--- src/rtl/decode_stage.sv ---
// RV32I/RV64I decode stage for the OP and OP-IMM groups: one registered entry
// with a valid/ready handshake, flush, and a saturating illegal-instruction counter.
module decode_stage #(
  parameter int unsigned XLEN   = 32,
  parameter int unsigned ADDR_W = 32,
  parameter int unsigned CNT_W  = 16
) (
  input  logic              clk,
  input  logic              rst,
  input  logic              flush,
  input  logic              in_valid,
  output logic              in_ready,
  input  logic [31:0]       inst,
  input  logic [ADDR_W-1:0] inst_addr,
  output logic              out_valid,
  input  logic              out_ready,
  output logic [ADDR_W-1:0] out_inst_addr,
  output logic [4:0]        rs1_num,
  output logic [4:0]        rs2_num,
  output logic [4:0]        rd_num,
  output logic [XLEN-1:0]   imm,
  output logic [3:0]        alu_control,
  output logic              is_unsigned,
  output logic              use_imm,
  output logic              reg_write,
  output logic              illegal,
  output logic [CNT_W-1:0]  illegal_count
);

  localparam int unsigned SW = $clog2(XLEN);

  localparam logic [6:0] OPC_OP     = 7'h33;
  localparam logic [6:0] OPC_OP_IMM = 7'h13;

  localparam logic [3:0] ALU_AND = 4'b0000;
  localparam logic [3:0] ALU_SLL = 4'b0001;
  localparam logic [3:0] ALU_ADD = 4'b0010;
  localparam logic [3:0] ALU_OR  = 4'b0011;
  localparam logic [3:0] ALU_SUB = 4'b0100;
  localparam logic [3:0] ALU_SLT = 4'b0101;
  localparam logic [3:0] ALU_XOR = 4'b0110;
  localparam logic [3:0] ALU_SRL = 4'b0111;
  localparam logic [3:0] ALU_SRA = 4'b1000;
  localparam logic [3:0] ALU_ILL = 4'b1111;

  // Bits above the shift amount must be zero for a legal immediate shift.
  localparam logic [31:0] SHIFT_HI_MASK = ~((32'd1 << (20 + SW)) - 32'd1);
  localparam logic [31:0] SRAI_BIT      = 32'h4000_0000;

  logic [6:0]      opcode;
  logic [2:0]      funct3;
  logic [6:0]      funct7;
  logic            capture;

  logic            legal;
  logic [3:0]      alu_sel;
  logic            uns_sel;
  logic            imm_sel;
  logic [XLEN-1:0] imm_val;

  logic [4:0]      d_rs1;
  logic [4:0]      d_rs2;
  logic [4:0]      d_rd;
  logic [XLEN-1:0] d_imm;
  logic [3:0]      d_alu;
  logic            d_uns;
  logic            d_use_imm;
  logic            d_reg_write;
  logic            d_illegal;

  assign opcode   = inst[6:0];
  assign funct3   = inst[14:12];
  assign funct7   = inst[31:25];
  assign in_ready = !out_valid || out_ready;
  assign capture  = in_valid && in_ready && !flush;

  // Classify the instruction and pick ALU op, immediate and legality.
  always_comb begin
    legal   = 1'b0;
    alu_sel = ALU_ILL;
    uns_sel = 1'b0;
    imm_sel = 1'b0;
    imm_val = '0;
    case (opcode)
      OPC_OP: begin
        if (funct7 == 7'h00) begin
          legal = 1'b1;
          case (funct3)
            3'd0:    alu_sel = ALU_ADD;
            3'd1:    alu_sel = ALU_SLL;
            3'd2:    alu_sel = ALU_SLT;
            3'd3:    begin alu_sel = ALU_SLT; uns_sel = 1'b1; end
            3'd4:    alu_sel = ALU_XOR;
            3'd5:    alu_sel = ALU_SRL;
            3'd6:    alu_sel = ALU_OR;
            default: alu_sel = ALU_AND;
          endcase
        end else if (funct7 == 7'h20 && funct3 == 3'd0) begin
          legal   = 1'b1;
          alu_sel = ALU_SUB;
        end else if (funct7 == 7'h20 && funct3 == 3'd5) begin
          legal   = 1'b1;
          alu_sel = ALU_SRA;
        end
      end
      OPC_OP_IMM: begin
        legal   = 1'b1;
        imm_sel = 1'b1;
        imm_val = XLEN'($signed(inst[31:20]));
        case (funct3)
          3'd0: alu_sel = ALU_ADD;
          3'd1: begin
            alu_sel = ALU_SLL;
            imm_val = XLEN'(inst[20 +: SW]);
            legal   = (inst & SHIFT_HI_MASK) == 32'd0;
          end
          3'd2: alu_sel = ALU_SLT;
          3'd3: begin alu_sel = ALU_SLT; uns_sel = 1'b1; end
          3'd4: alu_sel = ALU_XOR;
          3'd5: begin
            alu_sel = inst[30] ? ALU_SRA : ALU_SRL;
            imm_val = XLEN'(inst[20 +: SW]);
            legal   = (inst & SHIFT_HI_MASK & ~SRAI_BIT) == 32'd0;
          end
          3'd6:    alu_sel = ALU_OR;
          default: alu_sel = ALU_AND;
        endcase
      end
      default: legal = 1'b0;
    endcase
  end

  // Illegal encodings collapse to the fixed trap entry.
  always_comb begin
    d_rs1       = '0;
    d_rs2       = '0;
    d_rd        = '0;
    d_imm       = '0;
    d_alu       = ALU_ILL;
    d_uns       = 1'b0;
    d_use_imm   = 1'b0;
    d_reg_write = 1'b0;
    d_illegal   = 1'b1;
    if (legal) begin
      d_rs1       = inst[19:15];
      d_rs2       = imm_sel ? 5'd0 : inst[24:20];
      d_rd        = inst[11:7];
      d_imm       = imm_val;
      d_alu       = alu_sel;
      d_uns       = uns_sel;
      d_use_imm   = imm_sel;
      d_reg_write = 1'b1;
      d_illegal   = 1'b0;
    end
  end

  always_ff @(posedge clk) begin
    if (rst) begin
      out_valid     <= 1'b0;
      out_inst_addr <= '0;
      rs1_num       <= '0;
      rs2_num       <= '0;
      rd_num        <= '0;
      imm           <= '0;
      alu_control   <= ALU_ILL;
      is_unsigned   <= 1'b0;
      use_imm       <= 1'b0;
      reg_write     <= 1'b0;
      illegal       <= 1'b0;
      illegal_count <= '0;
    end else if (flush) begin
      out_valid <= 1'b0;
    end else if (capture) begin
      out_valid     <= 1'b1;
      out_inst_addr <= inst_addr;
      rs1_num       <= d_rs1;
      rs2_num       <= d_rs2;
      rd_num        <= d_rd;
      imm           <= d_imm;
      alu_control   <= d_alu;
      is_unsigned   <= d_uns;
      use_imm       <= d_use_imm;
      reg_write     <= d_reg_write;
      illegal       <= d_illegal;
      if (d_illegal && (illegal_count != '1)) begin
        illegal_count <= illegal_count + CNT_W'(1);
      end
    end else if (out_ready) begin
      out_valid <= 1'b0;
    end
  end

endmodule

--- config.mk ---
export PLATFORM = sky130hd
export DESIGN_NAME = decode_stage
export DESIGN_NICKNAME = d
export VERILOG_FILES = /design/src/rtl/decode_stage.sv
export SDC_FILE = /design/constraint.sdc
export NUM_CORES = 1
export LEC_CHECK = 0
export ABC_AREA = 1
export CAP_MARGIN = 20
export CORE_ASPECT_RATIO = 0.9
export CORE_MARGIN = 2
export CORE_UTILIZATION = 45
export CTS_CLUSTER_SIZE = 14
export DETAILED_ROUTE_END_ITERATION = 12
export PLACE_DENSITY = 0.93
export SYNTH_ARGS = -nofsm -noshare
export SYNTH_HDL_FRONTEND = slang
export SYNTH_SLANG_ARGS = --single-unit
export TNS_END_PERCENT = 1
--- constraint.sdc ---
create_clock -name clk -period 3.2 [get_ports clk]
set_input_delay 0.8 -clock clk [delete_from_list [all_inputs] [get_ports clk]]
set_output_delay 0.8 -clock clk [all_outputs]
set_load 0.05 [all_outputs]
==> flow_summary.json <==
{
  "status": "finished clean",
  "finClkSkew_ns": 0.0105,
  "dr_wl_met3_microns": 915,
  "cp-start-kind": "flop",
  "period_minus_slack_ns": 2.84,
  "synth.ff_latch_count": 84,
  "first_global_vias": 3903,
  "relSlewSlack_pct": 31.6,
  "grt_pass1_wl_microns": 18400,
  "grt_max_degree": 46,
  "viasPerCell": 5.16,
  "dr_wl_met2_microns": 5570,
  "clockBufferDepth": 2,
  "drv_cap": 0,
  "synth_area_per_cell_sq_um": 7.48,
  "layout-drive-gt1-share_pct": 10.3,
  "wl_met1_microns": 4840,
  "antenna_found_initial": 0,
  "pwr-share-clk_pct": 38.4,
  "antenna_cells": 0,
  "fin_nets": 753,
  "reg2reg_slack_ns": 1.26,
  "hold_viol": 0,
  "worstSkewPairLatency_ns": 0.35,
  "crit_required_ns": 2.40,
  "drt_iter0_drc": 161,
  "fin_crit_sh_pct": 88.9,
  "initial_core_util_pct": 46.8,
  "clk_pin_slew_worst_paths_ns": 0.09,
  "timing.rr.end": "illegal_count[2]",
  "ir_drop_v": 0.000318,
  "dr.pass1.iters": 4,
  "grt_usage_pct": 23.0,
  "power_frac_comb_pct": 16.1,
  "core_area_sq_mm": 0.00865,
  "htreeDepth": 3,
  "critPathSlowestCell": "clkdlybuf4s50_1",
  "worstSetupEndpoint": "imm[24]",
  "final_core_util_pct": 68.5,
  "seqPwrFrac_pct": 45.5,
  "yosys.area.top_type_share_pct": 41.5,
  "ys_types": 33,
  "grt_overflow": 0,
  "yosys_warnings": 0,
  "cp_cell_sequence": "clkdlybuf4s50_1",
  "synth_ff_type": "dfxtp_1",
  "switching_share_pct": 26.9,
  "tritoncts": "yes",
  "nFillCells": 706,
  "critical_path_class": "flop to output pin",
  "power_mw": 2.40,
  "die_height_microns": 94.0,
  "rows": 32,
  "ant_nets": 0,
  "dieArea_sq_mm": 0.00977,
  "top_layer": "met4",
  "wire_per_inst_microns": 14.3,
  "endpoint_kind": "output pin",
  "hold_buffers": 0,
  "ios": 174,
  "setup_viol": 0,
  "place_hpwl_microns": 8530,
  "drc_errors": 0,
  "max_stage_delay_ns": 0.96,
  "switching_power_mw": 0.646,
  "slew_viol_final": 0,
  "dieWidth_microns": 104,
  "arrival_ns": 2.04,
  "root_buffer": "clkbuf_8",
  "path_depth": 1,
  "tightest_slew_ns": 1.03,
  "fin_tns_setup_ns": 0,
  "numCtsBuffers": 9,
  "cts-resized-gates": 0,
  "async_flop_share_pct": 0,
  "critPathBufInv": 1,
  "ys_top_cells_by_area": "dfxtp_1, nand2_1, nor2_1",
  "hold_path.class": "flop to flop",
  "synth-edff-count": 0,
  "yosysTopAreaCell": "dfxtp_1",
  "path_delay_family": "buffers and inverters",
  "num_vias": 4161,
  "post-cts-setup-buffers": 0,
  "synthCells": 541,
  "ys_seq_area_share_pct": 41.5,
  "r2r-start": "illegal_count[1]",
  "numPortBuffers": 173,
  "power.density_mw_per_mm2": 405,
  "cp-startpoint": "imm[30]",
  "p_int_mw": 1.75,
  "whs_path_depth": 2,
  "synthesis.area_sq_mm": 0.00405,
  "leakage_nw": 2.18,
  "crit_fanout": 22,
  "grt_setup_unrepaired": "no",
  "syn_nets": 611,
  "gp_congestion": 0.977,
  "clock.fmax_ghz": 0.352,
  "syn2layout_area_growth_pct": 46.3,
  "layout.cells.non_filler": 807,
  "worst_r2r_path_depth": 7,
  "cts.sinks": 84,
  "dp_cells": 791,
  "routed_wl_microns": 11600
}
==> worst min-delay path by stage <==
stage / startpoint / endpoint / slack (ns)
6_report: imm[9] / imm[9] / 0.47
5_1_grt: rs1_num[4] / rs1_num[4] / 0.49
4_1_cts: imm[9] / imm[9] / 0.47
3_5_place_dp: imm[9] / imm[9] / 0.46
3_3_place_gp: is_unsigned / is_unsigned / 0.45
2_1_floorplan: imm[0] / imm[0] / 0.69
==> cell type report <==
| cell class | instances | area, sq um | share of cell area [%] |
|---|---|---|---|
| Inverter | 28 | 106 | 1.80 |
| Timing Repair Buffer | 180 | 1780 | 30.0 |
| Clock inverter | 7 | 121 | 2.05 |
| Clock buffer | 9 | 124 | 2.09 |
| Multi-Input combinational cell | 380 | 1960 | 33.1 |
| Tap cell | 119 | 149 | 2.51 |
| Sequential cell | 84 | 1680 | 28.4 |
==> synthesized netlist by cell type (2+ instances only) <==
master    number
nor3_4         2
clkbuf_1      22
buf_2          3
nand3_2        3
nor2_4         3
nor2_8         2
o21ai_0       39
xor2_1         8
buf_6          2
o22ai_1        3
a21oi_1       39
nand3_1       15
inv_1         24
nor2_2         5
inv_2          3
nand2_1       99
xnor2_1        4
nor3_1         4
nand2_4        2
nand4_1       36
dfxtp_1       84
nor2_1        89
a21oi_2        9
nand2_2       12
buf_4         21
==> logic make-up after synthesis <==
| family | after synthesis | share of synthesized area [%] |
|---|---|---|
| simple gates | 275 | 33.1 |
| compound gates | 92 | 12.5 |
| flops | 84 | 41.5 |
| buf+inv | 77 | 9.98 |
| xor+xnor | 12 | 2.60 |
| fa+ha+maj | 1 | 0.309 |
==> stage by stage <==
step           area (sq um)  hold slack [ns]  worst slack [ns]
6_report               5920            0.469             0.355
5_1_grt                5920            0.492             0.251
4_1_cts                5920            0.471             0.334
3_5_place_dp           5680            0.458             0.439
3_3_place_gp           5680            0.452             0.509
2_1_floorplan          4050            0.690              1.13
==> power by group through the flow <==
| stage | combinational, mW | clock [mW] | sequential, mW |
|---|---|---|---|
| 3_3_place_gp | 0.379 | 0 | 1.11 |
| 4_1_cts | 0.387 | 0.943 | 1.09 |
| 5_1_grt | 0.410 | 0.984 | 1.10 |
| 3_5_place_dp | 0.385 | 0 | 1.11 |
| 6_report | 0.387 | 0.922 | 1.09 |
| 2_1_floorplan | 0.0996 | 0 | 1.22 |
==> routing by layer <==
metal	vias to the layer above	GRT usage [%]
met1	1933	26.8
met2	158	40.0
met5	-	0
met4	0	7.77
li1	2047	-
met3	23	7.77
==> flip-flops by register name, indices dropped and copies added (netlist names) <==
register / count
reg_write: 1
imm: 12
use_imm: 1
rs2_num: 5
is_unsigned: 1
rs1_num: 5
alu_control: 4
illegal_count: 16
out_valid: 1
out_inst_addr: 32
illegal: 1
rd_num: 5
==> placed cells by master, fill, tap and decap left out, types with 3 or more instances in the layout <==
cell type        count
a21oi_1             39
a21oi_2              9
buf_4                8
bufinv_16            3
clkbuf_8             9
clkdlybuf4s50_1    171
dfxtp_1             84
inv_1               24
inv_2                3
inv_6                3
nand2_1             99
nand2_2             12
nand3_1             15
nand3_2              3
nand4_1             36
nor2_1              89
nor2_2               5
nor2_4               3
nor3_1               4
o21ai_0             39
o22ai_1              3
xnor2_1              4
xor2_1               8
(Power assumes the default switching activity.)
==> edit 1: new RTL, same settings <==
Register the output `illegal_count` once more, without a reset; this adds one clock of latency there. The other outputs are not delayed to match.
--- a/src/rtl/decode_stage.sv
+++ b/src/rtl/decode_stage.sv
@@ -46,6 +46,8 @@
   // Bits above the shift amount must be zero for a legal immediate shift.
   localparam logic [31:0] SHIFT_HI_MASK = ~((32'd1 << (20 + SW)) - 32'd1);
   localparam logic [31:0] SRAI_BIT      = 32'h4000_0000;
+
+  logic [CNT_W-1:0] illegal_count_s0;
 
   logic [6:0]      opcode;
   logic [2:0]      funct3;
@@ -167,7 +169,7 @@
       use_imm       <= 1'b0;
       reg_write     <= 1'b0;
       illegal       <= 1'b0;
-      illegal_count <= '0;
+      illegal_count_s0 <= '0;
     end else if (flush) begin
       out_valid <= 1'b0;
     end else if (capture) begin
@@ -182,13 +184,17 @@
       use_imm       <= d_use_imm;
       reg_write     <= d_reg_write;
       illegal       <= d_illegal;
-      if (d_illegal && (illegal_count != '1)) begin
-        illegal_count <= illegal_count + CNT_W'(1);
+      if (d_illegal && (illegal_count_s0 != '1)) begin
+        illegal_count_s0 <= illegal_count_s0 + CNT_W'(1);
       end
     end else if (out_ready) begin
       out_valid <= 1'b0;
     end
   end
 
+  always_ff @(posedge clk) begin
+    illegal_count <= illegal_count_s0;
+  end
+
 endmodule
 
Function: changed (a bounded check fails within 4 cycles, from zero or initial values and one cycle with rst high).
==> edit 1 against the original RTL <==
Synthesized area grew 4.3%. Critical path depth unchanged. Wire length is 2.8% higher. First-iteration DRC count grew to 2.9 times the old value. Clock skew grew 2.2 ps. Cell area is 2.1% higher. Highest routed layer unchanged. Count of clock-buffer cells in the layout up 1. Clock power shrank 16%. Worst setup slack better by 3.4 ps. Largest power group unchanged. Power increased by 2.0%. Sequential cell count increased by 16.
==> edit 1: results <==
group,metric,value,unit
logic_synthesis,yosys-top-cells-area,"dfxtp_1, nand2_1, nor2_1",
global_route,grt_use_met3,7.312,%
placement,hpwlAfterDp,8702,um
logic_synthesis,netlist_top_cells_count,"nand2_1, nor2_1, dfxtp_1, a21oi_1, inv_1",
global_route,grt_pass1_vias,4107,
layout,reg_top3,"out_inst_addr: 32 flops, illegal_count: 16 flops, illegal_count_s0: 16 flops",
power,vdd_drop_max,0.2945,mV
global_route,track_usage,23.08,%
power,clkPwrFrac,31.6,%
detailed_routing,first_pass_iters,6,
power,netSwitchingFraction,28.66,%
power,p_leak,2.287,nW
placement,post-place-ws,315.1,ps
layout,finalNetCount,773,
logic_synthesis,yosysSeqAreaShare,47.41,%
logic_synthesis,syn_area_per_cell,7.514,um^2
power,switchingPower,701.5,uW
global_route,grt_pass1_wl,19020,um
sta,worst_slew_margin_rel,37.13,%
status,outcome,"completed",
setup_path,cpPeakStageDelay,940,ps
logic_synthesis,ys_types,30,
detailed_routing,drtIter0Drc,471,
layout,drive_above_1_share,5.085,%
detailed_routing,wl_per_cell,14.31,um
power,pg_seq,1.29,mW
logic_synthesis,synth-compound-area-share,11.29,%
detailed_routing,met2_length,5810,um
global_route,use_met1,26.29,%
global_route,grtUsageMet2,41.40,%
detailed_routing,drt-met1-wl,4799,um
sta,worst_clock_skew,12.73,ps
logic_synthesis,synth_fp_nets,632,
placement,dpl.cell_count,814,
placement,place_area,0.005852,mm^2
-- edit 1: cell count changes after synthesis, sizes merged, moves of 5 or more --
cell   unedited run  this run
dfxtp            84       100
inv              27        40
nand4            37        30
nor2             99       106
nand2           113       107
a22oi             0         5
-- edit 1: final cells by class --
cell class,instances,area (um^2),share of cell area [%]
tap,122,152.6,2.526
multi-input combinational,375,1793,29.67
clock buffer,10,137.6,2.277
timing repair buffer,177,1754,29.03
inverter,40,150.1,2.484
clock inverter,6,53.80,0.8903
sequential,100,2002,33.13
-- edit 1: final timing paths --
path                                startpoint                          endpoint  slack [ps]  cells after the start
max                       imm[30]$_SDFFE_PP0P_                           imm[25]         360                      1
min          illegal_count_s0[15]$_SDFFE_PP0P_         illegal_count[15]$_DFF_P_         400                      0
max reg2reg   illegal_count_s0[0]$_SDFFE_PP0P_  illegal_count_s0[3]$_SDFFE_PP0P_        1020                      9
min reg2reg  illegal_count_s0[15]$_SDFFE_PP0P_         illegal_count[15]$_DFF_P_         400                      0
==> edit 2: new RTL, same flow settings <==
Made on the original files. Change the parameter `ADDR_W` from 32 to 40.
--- a/src/rtl/decode_stage.sv
+++ b/src/rtl/decode_stage.sv
@@ -2,7 +2,7 @@
 // with a valid/ready handshake, flush, and a saturating illegal-instruction counter.
 module decode_stage #(
   parameter int unsigned XLEN   = 32,
-  parameter int unsigned ADDR_W = 32,
+  parameter int unsigned ADDR_W = 40,
   parameter int unsigned CNT_W  = 16
 ) (
   input  logic              clk,
Interface: changed (resized inst_addr and out_inst_addr); port bits go from 174 to 190. The function was not compared with the original's and may differ.
==> edit 2 against the original RTL <==
Cell area up 3.7%. Wire length increased by 5.6%. Power fell by 1.6%. First-iteration DRC count is 14% higher. Synthesized area up 3.0%. Sequential cell count rose by 8. Count of clock-buffer cells in the layout did not move. Worst setup slack better by 63 ps. Critical path type unchanged.
==> edit 2: results <==
group,metric,value,unit
global_route,use_met1,25.51,%
layout,multi_input_cells,395,
sta,worst_clock_skew,12.17,ps
layout,drive_above_1_share,7.746,%
detailed_routing,drtIter0Drc,184,
placement,io_buffers,189,
logic_synthesis,ys_types,30,
power,vdd_drop_max,0.2408,mV
layout,nFillCells,717,
global_route,grt_use_met3,8.202,%
detailed_routing,routed_wl,12210,um
logic_synthesis,yosysSeqAreaShare,44.18,%
layout,clock_area_share,2.833,%
layout,num-nonclk-buffers,197,
logic_synthesis,synth_fp_nets,640,
logic_synthesis,netlist_top_cells_count,"nand2_1, nor2_1, dfxtp_1, o21ai_0, a21oi_1",
detailed_routing,dr_total_vias,4415,
logic_synthesis,yosys-top-cells-area,"dfxtp_1, nand2_1, nor2_1",
placement,place_congestion,0.8462,
layout,reg_top3,"out_inst_addr: 40 flops, illegal_count: 16 flops, imm: 12 flops",
clock_network,cts_root_buf,"clkbuf_8",
layout,multi_input_area,0.001938,mm^2
global_route,grt_pass1_wl,19190,um
layout,flops_and_latches,92,
power,p_leak,2.261,nW
status,outcome,"completed",
placement,hpwlAfterDp,8792,um
floorplanning,core_area,0.009042,mm^2
global_route,grtUsageMet2,43.39,%
sta,tightest_slew,577.8,ps
setup_path,cpPeakStageDelay,930,ps
detailed_routing,first_pass_iters,5,
layout,finalNetCount,796,
placement,place_area,0.005966,mm^2
[edit 2: metrics by stage]
step	setup WS, ps	hold WS (ps)	utilization [%]	instances
2_1_floorplan	1111	690.0	-	562
3_3_place_gp	611.1	451.7	65.97	829
3_5_place_dp	452.4	456.3	65.97	829
4_1_cts	377.4	471.6	67.90	845
5_1_grt	301.7	489.2	67.90	845
6_report	418.5	467.9	67.90	845
[edit 2: final timing paths]
kind,from,cells after the start,to,slack [ps]
worst max-delay path,imm[30]$_SDFFE_PP0P_,1,imm[27],420
worst min-delay path,rs1_num[2]$_SDFFE_PP0P_,2,rs1_num[2]$_SDFFE_PP0P_,470
worst max register to register,illegal_count[0]$_SDFFE_PP0P_,9,illegal_count[6]$_SDFFE_PP0P_,1120
worst min register to register,rs1_num[2]$_SDFFE_PP0P_,2,rs1_num[2]$_SDFFE_PP0P_,470
[edit 2: power breakdown]
part           internal (mW)  total (mW)  switching [mW]
clock                  0.285       0.718           0.433
sequential              1.18        1.20          0.0205
combinational          0.175       0.440           0.265
total                   1.64        2.36           0.718
[edit 2: layer usage]
layer / vias up / routed length, um
met2: 209 / 6107
li1: 2144 / -
met5: - / 0
met1: 2046 / 4814
met3: 16 / 1147
met4: 0 / 141
[edit 2: kinds of logic (layout without fill, tap and decap cells)]
kind of cell,count (synthesis),count (layout),share of synthesized area (%)
simple gates,281,281,30.52
flops,92,92,44.18
compound gates,100,100,12.94
buf+inv,75,236,9.334
xor+xnor,13,13,2.731
fa+ha+maj,1,1,0.3001
[edit 2: tightest hold or removal path: stages, from the launching register on]
cell and delay, ps:
dfxtp_1 320, nand2_1 60, a21oi_1 50
